`src/rtl/instr_fetch_unit_if.sv`:
```
// Instruction-memory fetch bus: request/ready handshake plus a response-valid
// return path. The fetch unit is the master, instruction memory the slave.
interface instr_fetch_unit_if;
  logic        imemReq;
  logic [31:0] imemAddr;
  logic        imemReady;
  logic        imemRspValid;
  logic [31:0] imemRspData;

  modport master (
    output imemReq,
    output imemAddr,
    input  imemReady,
    input  imemRspValid,
    input  imemRspData
  );

  modport slave (
    input  imemReq,
    input  imemAddr,
    output imemReady,
    output imemRspValid,
    output imemRspData
  );
endinterface

```
`src/rtl/instr_fetch_unit.sv`:
```
// Instruction-fetch stage feeding the IF/ID register.
// Owns the PC, keeps at most one imem request outstanding, presents
// {pcOut, instructionOut, instrValid} registered, honours stall and redirect,
// and uses a kill flag to drop responses that belong to abandoned requests.
// Optional build macro FETCH_PERF_CNT_EN adds saturating performance counters
// (fetchCount, stallCycles, killCount).
//
// state   | meaning
// --------+-------------------------------------------------------------
// S_FETCH | request driven at pc; waiting for imemReady
// S_WAIT  | one request outstanding; waiting for imemRspValid
// S_HOLD  | response captured while IF/ID stalled; waiting for fetchEnable
module instr_fetch_unit #(
  parameter logic [31:0] RESET_PC  = 32'h0000_0000,
  parameter logic [31:0] NOP_INSTR = 32'h0000_0013
) (
  input  logic               clk,
  input  logic               rst,
  input  logic               fetchEnable,
  input  logic               redirectValid,
  input  logic [31:0]        redirectPc,
  instr_fetch_unit_if.master imem,
  output logic [31:0]        pcOut,
  output logic [31:0]        instructionOut,
  output logic               instrValid
`ifdef FETCH_PERF_CNT_EN
  ,
  output logic [31:0]        fetchCount,
  output logic [31:0]        stallCycles,
  output logic [15:0]        killCount
`endif
);

  typedef enum logic [1:0] {
    S_FETCH = 2'd0,
    S_WAIT  = 2'd1,
    S_HOLD  = 2'd2
  } state_e;

  state_e      state_q, state_d;
  logic [31:0] pc_q, pc_d;
  logic        kill_q, kill_d;
  logic        kill_rst_d;
  logic [31:0] hold_q, hold_d;
  logic [31:0] pc_out_q, pc_out_d;
  logic [31:0] instr_out_q, instr_out_d;
  logic        valid_out_q, valid_out_d;

  // Request is a pure function of registered state, so it never glitches.
  assign imem.imemReq  = (state_q == S_FETCH);
  assign imem.imemAddr = pc_q & ~32'h3;

  assign pcOut          = pc_out_q;
  assign instructionOut = instr_out_q;
  assign instrValid     = valid_out_q;

  // Value of kill loaded by reset: a request accepted at or before the reset
  // edge whose response has not yet returned is still in flight and must be
  // dropped when it arrives.
  always_comb begin
    kill_rst_d = 1'b0;
    if (!imem.imemRspValid) begin
      kill_rst_d = (state_q == S_WAIT) || kill_q;
    end
    if ((state_q == S_FETCH) && imem.imemReady) begin
      kill_rst_d = 1'b1;
    end
  end

  // Next-state, PC, kill and output-register logic; redirect overrides the FSM.
  always_comb begin
    state_d     = state_q;
    pc_d        = pc_q;
    kill_d      = kill_q;
    hold_d      = hold_q;
    pc_out_d    = pc_out_q;
    instr_out_d = instr_out_q;
    valid_out_d = valid_out_q;

    // IF/ID accepting with nothing new to offer: present a bubble, keep pcOut.
    if (fetchEnable) begin
      instr_out_d = NOP_INSTR;
      valid_out_d = 1'b0;
    end

    if (redirectValid) begin
      pc_d        = redirectPc & ~32'h3;
      instr_out_d = NOP_INSTR;
      valid_out_d = 1'b0;
      unique case (state_q)
        S_FETCH: begin
          if (imem.imemReady) begin
            // The request just accepted carries the old PC; kill its response.
            kill_d  = 1'b1;
            state_d = S_WAIT;
          end else begin
            kill_d  = kill_q && !imem.imemRspValid;
            state_d = S_FETCH;
          end
        end
        S_WAIT: begin
          if (imem.imemRspValid) begin
            // The in-flight response arrived with the redirect: drop it here,
            // nothing is left outstanding.
            kill_d  = 1'b0;
            state_d = S_FETCH;
          end else begin
            kill_d  = 1'b1;
            state_d = S_WAIT;
          end
        end
        S_HOLD: begin
          state_d = S_FETCH;
        end
        default: begin
          state_d = S_FETCH;
        end
      endcase
    end else begin
      unique case (state_q)
        S_FETCH: begin
          // A stale response landing before the next request is accepted
          // settles the pending kill without touching the outputs.
          if (imem.imemRspValid && kill_q) begin
            kill_d = 1'b0;
          end
          if (imem.imemReady) begin
            state_d = S_WAIT;
          end
        end
        S_WAIT: begin
          if (imem.imemRspValid) begin
            if (kill_q) begin
              kill_d  = 1'b0;
              state_d = S_FETCH;
            end else if (fetchEnable) begin
              pc_out_d    = pc_q;
              instr_out_d = imem.imemRspData;
              valid_out_d = 1'b1;
              pc_d        = pc_q + 32'd4;
              state_d     = S_FETCH;
            end else begin
              hold_d  = imem.imemRspData;
              state_d = S_HOLD;
            end
          end
        end
        S_HOLD: begin
          if (fetchEnable) begin
            pc_out_d    = pc_q;
            instr_out_d = hold_q;
            valid_out_d = 1'b1;
            pc_d        = pc_q + 32'd4;
            state_d     = S_FETCH;
          end
        end
        default: begin
          state_d = S_FETCH;
        end
      endcase
    end
  end

  // State and output registers with synchronous reset.
  always_ff @(posedge clk) begin
    if (rst) begin
      state_q     <= S_FETCH;
      pc_q        <= RESET_PC;
      kill_q      <= kill_rst_d;
      hold_q      <= '0;
      pc_out_q    <= '0;
      instr_out_q <= NOP_INSTR;
      valid_out_q <= 1'b0;
    end else begin
      state_q     <= state_d;
      pc_q        <= pc_d;
      kill_q      <= kill_d;
      hold_q      <= hold_d;
      pc_out_q    <= pc_out_d;
      instr_out_q <= instr_out_d;
      valid_out_q <= valid_out_d;
    end
  end

`ifdef FETCH_PERF_CNT_EN
  logic [31:0] fetch_count_q, fetch_count_d;
  logic [31:0] stall_cycles_q, stall_cycles_d;
  logic [15:0] kill_count_q, kill_count_d;
  logic        deliver_evt;
  logic        drop_evt;

  // Saturating event counters.
  always_comb begin
    deliver_evt = fetchEnable && valid_out_d && !redirectValid;
    drop_evt    = imem.imemRspValid &&
                  (((state_q == S_WAIT) && (kill_q || redirectValid)) ||
                   ((state_q == S_FETCH) && kill_q));

    fetch_count_d  = fetch_count_q;
    stall_cycles_d = stall_cycles_q;
    kill_count_d   = kill_count_q;
    if (deliver_evt && (fetch_count_q != '1)) begin
      fetch_count_d = fetch_count_q + 32'd1;
    end
    if (!fetchEnable && (stall_cycles_q != '1)) begin
      stall_cycles_d = stall_cycles_q + 32'd1;
    end
    if (drop_evt && (kill_count_q != '1)) begin
      kill_count_d = kill_count_q + 16'd1;
    end
  end

  // Counter registers.
  always_ff @(posedge clk) begin
    if (rst) begin
      fetch_count_q  <= '0;
      stall_cycles_q <= '0;
      kill_count_q   <= '0;
    end else begin
      fetch_count_q  <= fetch_count_d;
      stall_cycles_q <= stall_cycles_d;
      kill_count_q   <= kill_count_d;
    end
  end

  assign fetchCount  = fetch_count_q;
  assign stallCycles = stall_cycles_q;
  assign killCount   = kill_count_q;
`endif

endmodule

```
`src/flat_wrapper.sv`:
```
// flat-port wrapper written by rule: the top's interface ports become plain ports
module instr_fetch_unit_flat 
#(
  parameter logic [31:0] RESET_PC  = 32'h0000_0000,
  parameter logic [31:0] NOP_INSTR = 32'h0000_0013
)
  (clk, rst, fetchEnable, redirectValid, redirectPc, pcOut, instructionOut, instrValid, imem_imemReq, imem_imemAddr, imem_imemReady, imem_imemRspValid, imem_imemRspData);
  instr_fetch_unit_if imem_i ();
  input  logic clk;
  input  logic rst;
  input  logic fetchEnable;
  input  logic redirectValid;
  input  logic [31:0] redirectPc;
  output logic [31:0] pcOut;
  output logic [31:0] instructionOut;
  output logic instrValid;
  output wire logic [$bits(imem_i.imemReq)-1:0] imem_imemReq;
  output wire logic [$bits(imem_i.imemAddr)-1:0] imem_imemAddr;
  input wire logic [$bits(imem_i.imemReady)-1:0] imem_imemReady;
  input wire logic [$bits(imem_i.imemRspValid)-1:0] imem_imemRspValid;
  input wire logic [$bits(imem_i.imemRspData)-1:0] imem_imemRspData;
  assign imem_imemReq = imem_i.imemReq;
  assign imem_imemAddr = imem_i.imemAddr;
  assign imem_i.imemReady = imem_imemReady;
  assign imem_i.imemRspValid = imem_imemRspValid;
  assign imem_i.imemRspData = imem_imemRspData;
  instr_fetch_unit #(.RESET_PC(RESET_PC), .NOP_INSTR(NOP_INSTR)) u_core (.clk(clk), .rst(rst), .fetchEnable(fetchEnable), .redirectValid(redirectValid), .redirectPc(redirectPc), .imem(imem_i), .pcOut(pcOut), .instructionOut(instructionOut), .instrValid(instrValid));
endmodule
```
`config.mk`:
```
export PLATFORM = sky130hd
export DESIGN_NAME = instr_fetch_unit_flat
export DESIGN_NICKNAME = d
export VERILOG_FILES = /design/src/rtl/instr_fetch_unit_if.sv /design/src/rtl/instr_fetch_unit.sv /design/src/flat_wrapper.sv
export SDC_FILE = /design/constraint.sdc
export NUM_CORES = 1
export LEC_CHECK = 0
export BUFFER_PORTS_ARGS = -buffer_cell sky130_fd_sc_hd__buf_2
export CORE_UTILIZATION = 52
export CTS_CLUSTER_DIAMETER = 100
export DETAILED_ROUTE_END_ITERATION = 8
export HOLD_SLACK_MARGIN = 0.1
export PLACE_DENSITY = 0.89
export SLEW_MARGIN = 20
export SYNTH_ARGS = -nofsm -noshare
export SYNTH_HDL_FRONTEND = slang
export SYNTH_SLANG_ARGS = --single-unit
```
`constraint.sdc`:
```
create_clock -name clk -period 2.3 [get_ports clk]
set_input_delay 0.46 -clock clk [delete_from_list [all_inputs] [get_ports clk]]
set_output_delay 0.46 -clock clk [all_outputs]
set_load 0.02 [all_outputs]
```
* Word level (Yosys, flattened, before mapping) *
Index checks and enable logic that the tools add are counted.

word-level totals
  flip-flop bits (word level) = 132
  input bits = 70
  output and inout bits = 98

cells by class
  add/subtract/negate cells = 1
  equality and inequality tests = 10
  mux-type cells = 40
  bitwise logic cells = 3
  reduce and logical (&&, ||, !) cells = 16

operators by type and width
  kind                   number
  $mux 32                12
  $pmux 32 s2            3
  $add 32x3->32 const B  1
  $mux 1                 14
  $mux 2                 6
  $reduce_and 3->1       4
  $ne 3x3->1 const B     3
  $pmux 1 s2             3
  $pmux 2 s3             1
  $reduce_bool 3->1      2
  $reduce_and 5->1       1
  $ne 2x2->1 const B     2
  $ne 4x3->1 const B     1
  $ne 4x4->1 const B     1
  $pmux 2 s2             1
  $reduce_and 4->1       1
  $logic_and 1x1->1      3
  $ne 3x2->1 const B     1
  $not 1->1              3
  $eq 2x1->1 const B     1
  $eq 2x2->1 const B     1
  $logic_not 2->1        1
  $reduce_bool 2->1      1
  $reduce_or 2->1        1
  2 further kinds        2

* Longest topological paths before layout *
  depth after elaboration = 6
  mapped depth = 10

* Worst setup path before layout *
Ideal clock, no wire load.

  path type = reg-to-reg
  from = register u_core.pc_q[2]
  to = register u_core.pc_q[26]
  library setup time = 0.133 ns
  data arrival time = 1.695 ns
  required time = 2.167 ns
  slack = 0.472 ns
  stages on the path, launching flop included = 8
  period minus slack after synthesis = 1.828 ns
  cell sequence = dfxtp_1 > ha_1 > and3_1 > o2111ai_4 > buf_6 > nor4_4 > xnor2_1 > a21oi_1

between the ends
  word-level cells in the longest chain between the ends = 6

RTL lines
  item                    RTL line                                          source
  start, declared         instr_fetch_unit.sv:41                            logic [31:0] pc_q, pc_d;
  start signal, assigned  instr_fetch_unit.sv:176                           pc_q <= pc_d;
  $add 32x3->32 *         instr_fetch_unit.sv:140, instr_fetch_unit.sv:153
  $mux 32 *               instr_fetch_unit.sv:136, instr_fetch_unit.sv:149
  $mux 32                 instr_fetch_unit.sv:133                           if (kill_q) begin
  $mux 32                 instr_fetch_unit.sv:132                           if (imem.imemRspValid) begin
  $pmux 32 s2 *           instr_fetch_unit.sv:120                           unique case (state_q)
  $mux 32 *               instr_fetch_unit.sv:86                            if (redirectValid) begin

Every way passes the cells marked *; elsewhere a longest branch is shown, timed or not. The select of a mux whose other input is x is not followed.
A chain may end at the register's enable or synchronous reset.

* Worst setup path in the final report *
  from = register u_core.state_q[1]
  to = register u_core.hold_q[3]

between the ends
  word-level cells in the longest chain between the ends = 2

RTL lines
  item                        RTL line                 source
  start, declared             instr_fetch_unit.sv:40   state_e state_q, state_d;
  start signal, assigned      instr_fetch_unit.sv:175  state_q <= state_d;
  $eq 2x1->1                  instr_fetch_unit.sv:120
  $reduce_and 5->1 (no line)  n/a
  end signal, assigned        instr_fetch_unit.sv:178  hold_q <= hold_d;
  end, declared               instr_fetch_unit.sv:44   logic [31:0] hold_q, hold_d;

Every way passes these cells.

==> impl_metrics.json <==
{
  "status": "finished, final reports clean",
  "finalInstanceArea_mm2": 0.00717,
  "synth_seq_cells": 128,
  "reg2reg_to": "u_core.hold_q[3]",
  "crit_arrival_ns": 2.57,
  "yosysSeqAreaShare_pct": 45.8,
  "ys_types": 55,
  "cp_num_buf_inv": 3,
  "synthTopCellsByArea": "dfxtp_1, nand2_1, a21oi_1",
  "grt_max_degree": 89,
  "met3_length_um": 971,
  "timing.rr.start": "u_core.state_q[1]",
  "wl_met2_mm": 7.34,
  "first_global_vias": 5246,
  "hold_viol": 0,
  "r2r_cells": 8,
  "cp-start-kind": "register",
  "n_antenna_cell": 0,
  "syn_area_per_cell_um2": 7.87,
  "routabilityCongestion": 0.824,
  "total_power_w": 0.00570,
  "maxSlewViolCount": 0,
  "grtUsageTotal_pct": 27.6,
  "clock_latency_ns": 0.52,
  "drt-total-wl_mm": 15.2,
  "crit_path_frequent_cell": "buf_4",
  "finish.net_count": 935,
  "rrSetupSlack_ns": 0.17,
  "worstPathRequired_ns": 2.74,
  "synth_top_area_share_pct": 45.3,
  "crit_family": "buffers and inverters",
  "dp_slack_ns": 0.0189,
  "skew_ns": 0.00932,
  "viasPerCell": 5.55,
  "fmax_ghz": 0.469,
  "peakVddDrop_v": 0.000430,
  "critPathMaxFanout": 31,
  "cts_tree": "yes",
  "synth_common_cells": "nand2_1, dfxtp_1, a21oi_1",
  "ys_async_sr_fraction_pct": 0,
  "routedWlPerCell_um": 15.1,
  "dp_cells": 978,
  "ios": 168,
  "multiInputGateArea_mm2": 0.00277,
  "die-area_mm2": 0.0112,
  "cts_max_path_buffers": 2,
  "clockRootBuffer": "clkbuf_8",
  "synth_edf_count": 1,
  "die_w_um": 106,
  "clock-sinks": 128,
  "htreeDepth": 4,
  "crit_chain": "inv_1 > ha_1 > and3b_1 > buf_4 > and2_1 > buf_4 > nand2_1 > a21oi_1",
  "synthCells": 713,
  "synth_most_common_cell": "nand2_1",
  "cp-end-kind": "register",
  "layout_setup_ws_ns": 0.167,
  "p_leak_nw": 2.84,
  "start_util_pct": 53.9,
  "synth_largest_area_cell": "dfxtp_1",
  "hpwl_mm": 9.77,
  "grt_pass1_wl_mm": 24.7,
  "cts_setup_buffers": 0,
  "tns_ns": 0,
  "drc": 0,
  "drive_gt1_share_pct": 25.9,
  "slew_headroom_pct": 49.4,
  "whs_endpoint": "u_core.pc_q[11]",
  "clk_pin_slew_ns": 0.07,
  "grt_setup_unrepaired": "no",
  "fill_cells": 847,
  "drt-met1-wl_mm": 6.44,
  "power.density_mw_per_mm2": 795,
  "first_iter_violations": 497,
  "crit_type": "reg -> reg",
  "seqCellArea_mm2": 0.00257,
  "cpPeakStageDelay_ns": 0.35,
  "min_period_ns": 2.13,
  "hold_class": "in -> reg",
  "finalSetupViolations": 0,
  "area_growth_pct": 27.8,
  "via_count": 5601,
  "antenna_found_initial": 0,
  "portBuffers": 161,
  "placed_area_mm2": 0.00655,
  "synth-warning-count": 0,
  "hold_depth": 2,
  "grt-ovfl-total": 0,
  "synth_area_mm2": 0.00561,
  "finalNonFillerCells": 1010,
  "synth_flop_cell": "dfxtp_1",
  "core_area_mm2": 0.0104,
  "ant_nets": 0,
  "fin_crit_sh_pct": 92.8,
  "drt-pass1-iter-count": 8,
  "routed.top_layer": "met4",
  "die_h_um": 106,
  "hp-start": "redirectPc[11]",
  "cap_violations": 0,
  "cts_buffers": 17,
  "core.rowCount": 37,
  "worst-slew-pin-transition_ns": 0.758,
  "cp_slowest_cell": "buf_4"
}
power breakdown:
part | leakage (nW) | internal [W] | switching [W]
logic | 1.51 | 0.000208 | 0.000356
registers | 1.04 | 0.00228 | 0.0000772
clock network | 0.297 | 0.00169 | 0.00109
logic make-up after synthesis:
family | after synthesis | synth area share [%]
compound gates | 191 | 20.6
xor+xnor | 24 | 3.75
flops | 128 | 45.8
mux | 3 | 0.557
fa+ha+maj | 4 | 0.892
simple gates | 294 | 23.0
buf+inv | 68 | 5.28
other cells | 1 | 0.0668
metal layers:
layer	track usage (%)	up-vias
li1	-	2723
met1	34.2	2595
met2	45.9	235
met3	6.56	48
met4	11.8	0
met5	0	-
layout make-up:
cell class	count	area share, %
Timing Repair Buffer	181	13.9
Multi-Input combinational cell	520	38.7
Sequential cell	128	35.9
Clock buffer	17	5.78
Clock inverter	15	2.74
Tap cell	136	2.37
Inverter	13	0.681
state kept, by name (all words and copies together) (netlist names):
signal                 flops
u_core.kill_q              1
u_core.instrValid          1
u_core.pc_q               30
u_core.state_q             2
u_core.hold_q             32
u_core.pcOut              30
u_core.instructionOut     32
worst reg2reg max path, delay by kind of cell, from the launching register on:
kind	cells	cell delay [ns]
compound gates	1	0.15
fa+ha+maj	1	0.30
buf+inv	3	0.68
flops	1	0.32
simple gates	3	0.62
worst max path at each step:
stage	start	end	slack [ns]	cells after the start
finish	u_core.state_q[1]	u_core.hold_q[3]	0.17	8
detailed placement	u_core.state_q[0]	u_core.instructionOut[17]	0.02	7
global route	u_core.state_q[1]	u_core.pc_q[30]	0.004	7
floorplan	u_core.pc_q[2]	u_core.pc_q[26]	0.47	7
global placement	u_core.state_q[0]	u_core.instructionOut[6]	0.17	7
CTS	u_core.state_q[1]	u_core.pc_q[21]	0.18	7
placed cells by master (no fill, tap or decap), drive strengths merged, types with 5 or more instances in the layout:
cell type and count:
buf 181, nor4 7, a22oi 29, a21oi 110, xnor2 24, nor2 86, dfxtp 127, clkinv 5
nor3 14, clkbuf 17, o21ai 19, a211oi 16, and4 5, nand2 153, inv 19, nand3 7
nand2b 6
metrics by stage:
step / utilization, % / hold slack, ns
6_report: 68.8 / 0.175
3_5_place_dp: 62.9 / 0.443
2_1_floorplan: - / 0.433
3_3_place_gp: 62.9 / 0.439
5_1_grt: 68.8 / 0.162
4_1_cts: 68.8 / 0.161
what timing repair did:
| action | CTS | global route |
|---|---|---|
| setup endpoints to repair | 5 | 0 |
| hold buffers | 0 | 0 |
| resized for setup | 1 | 0 |
Note: power is estimated with default switching activity, not from simulation.
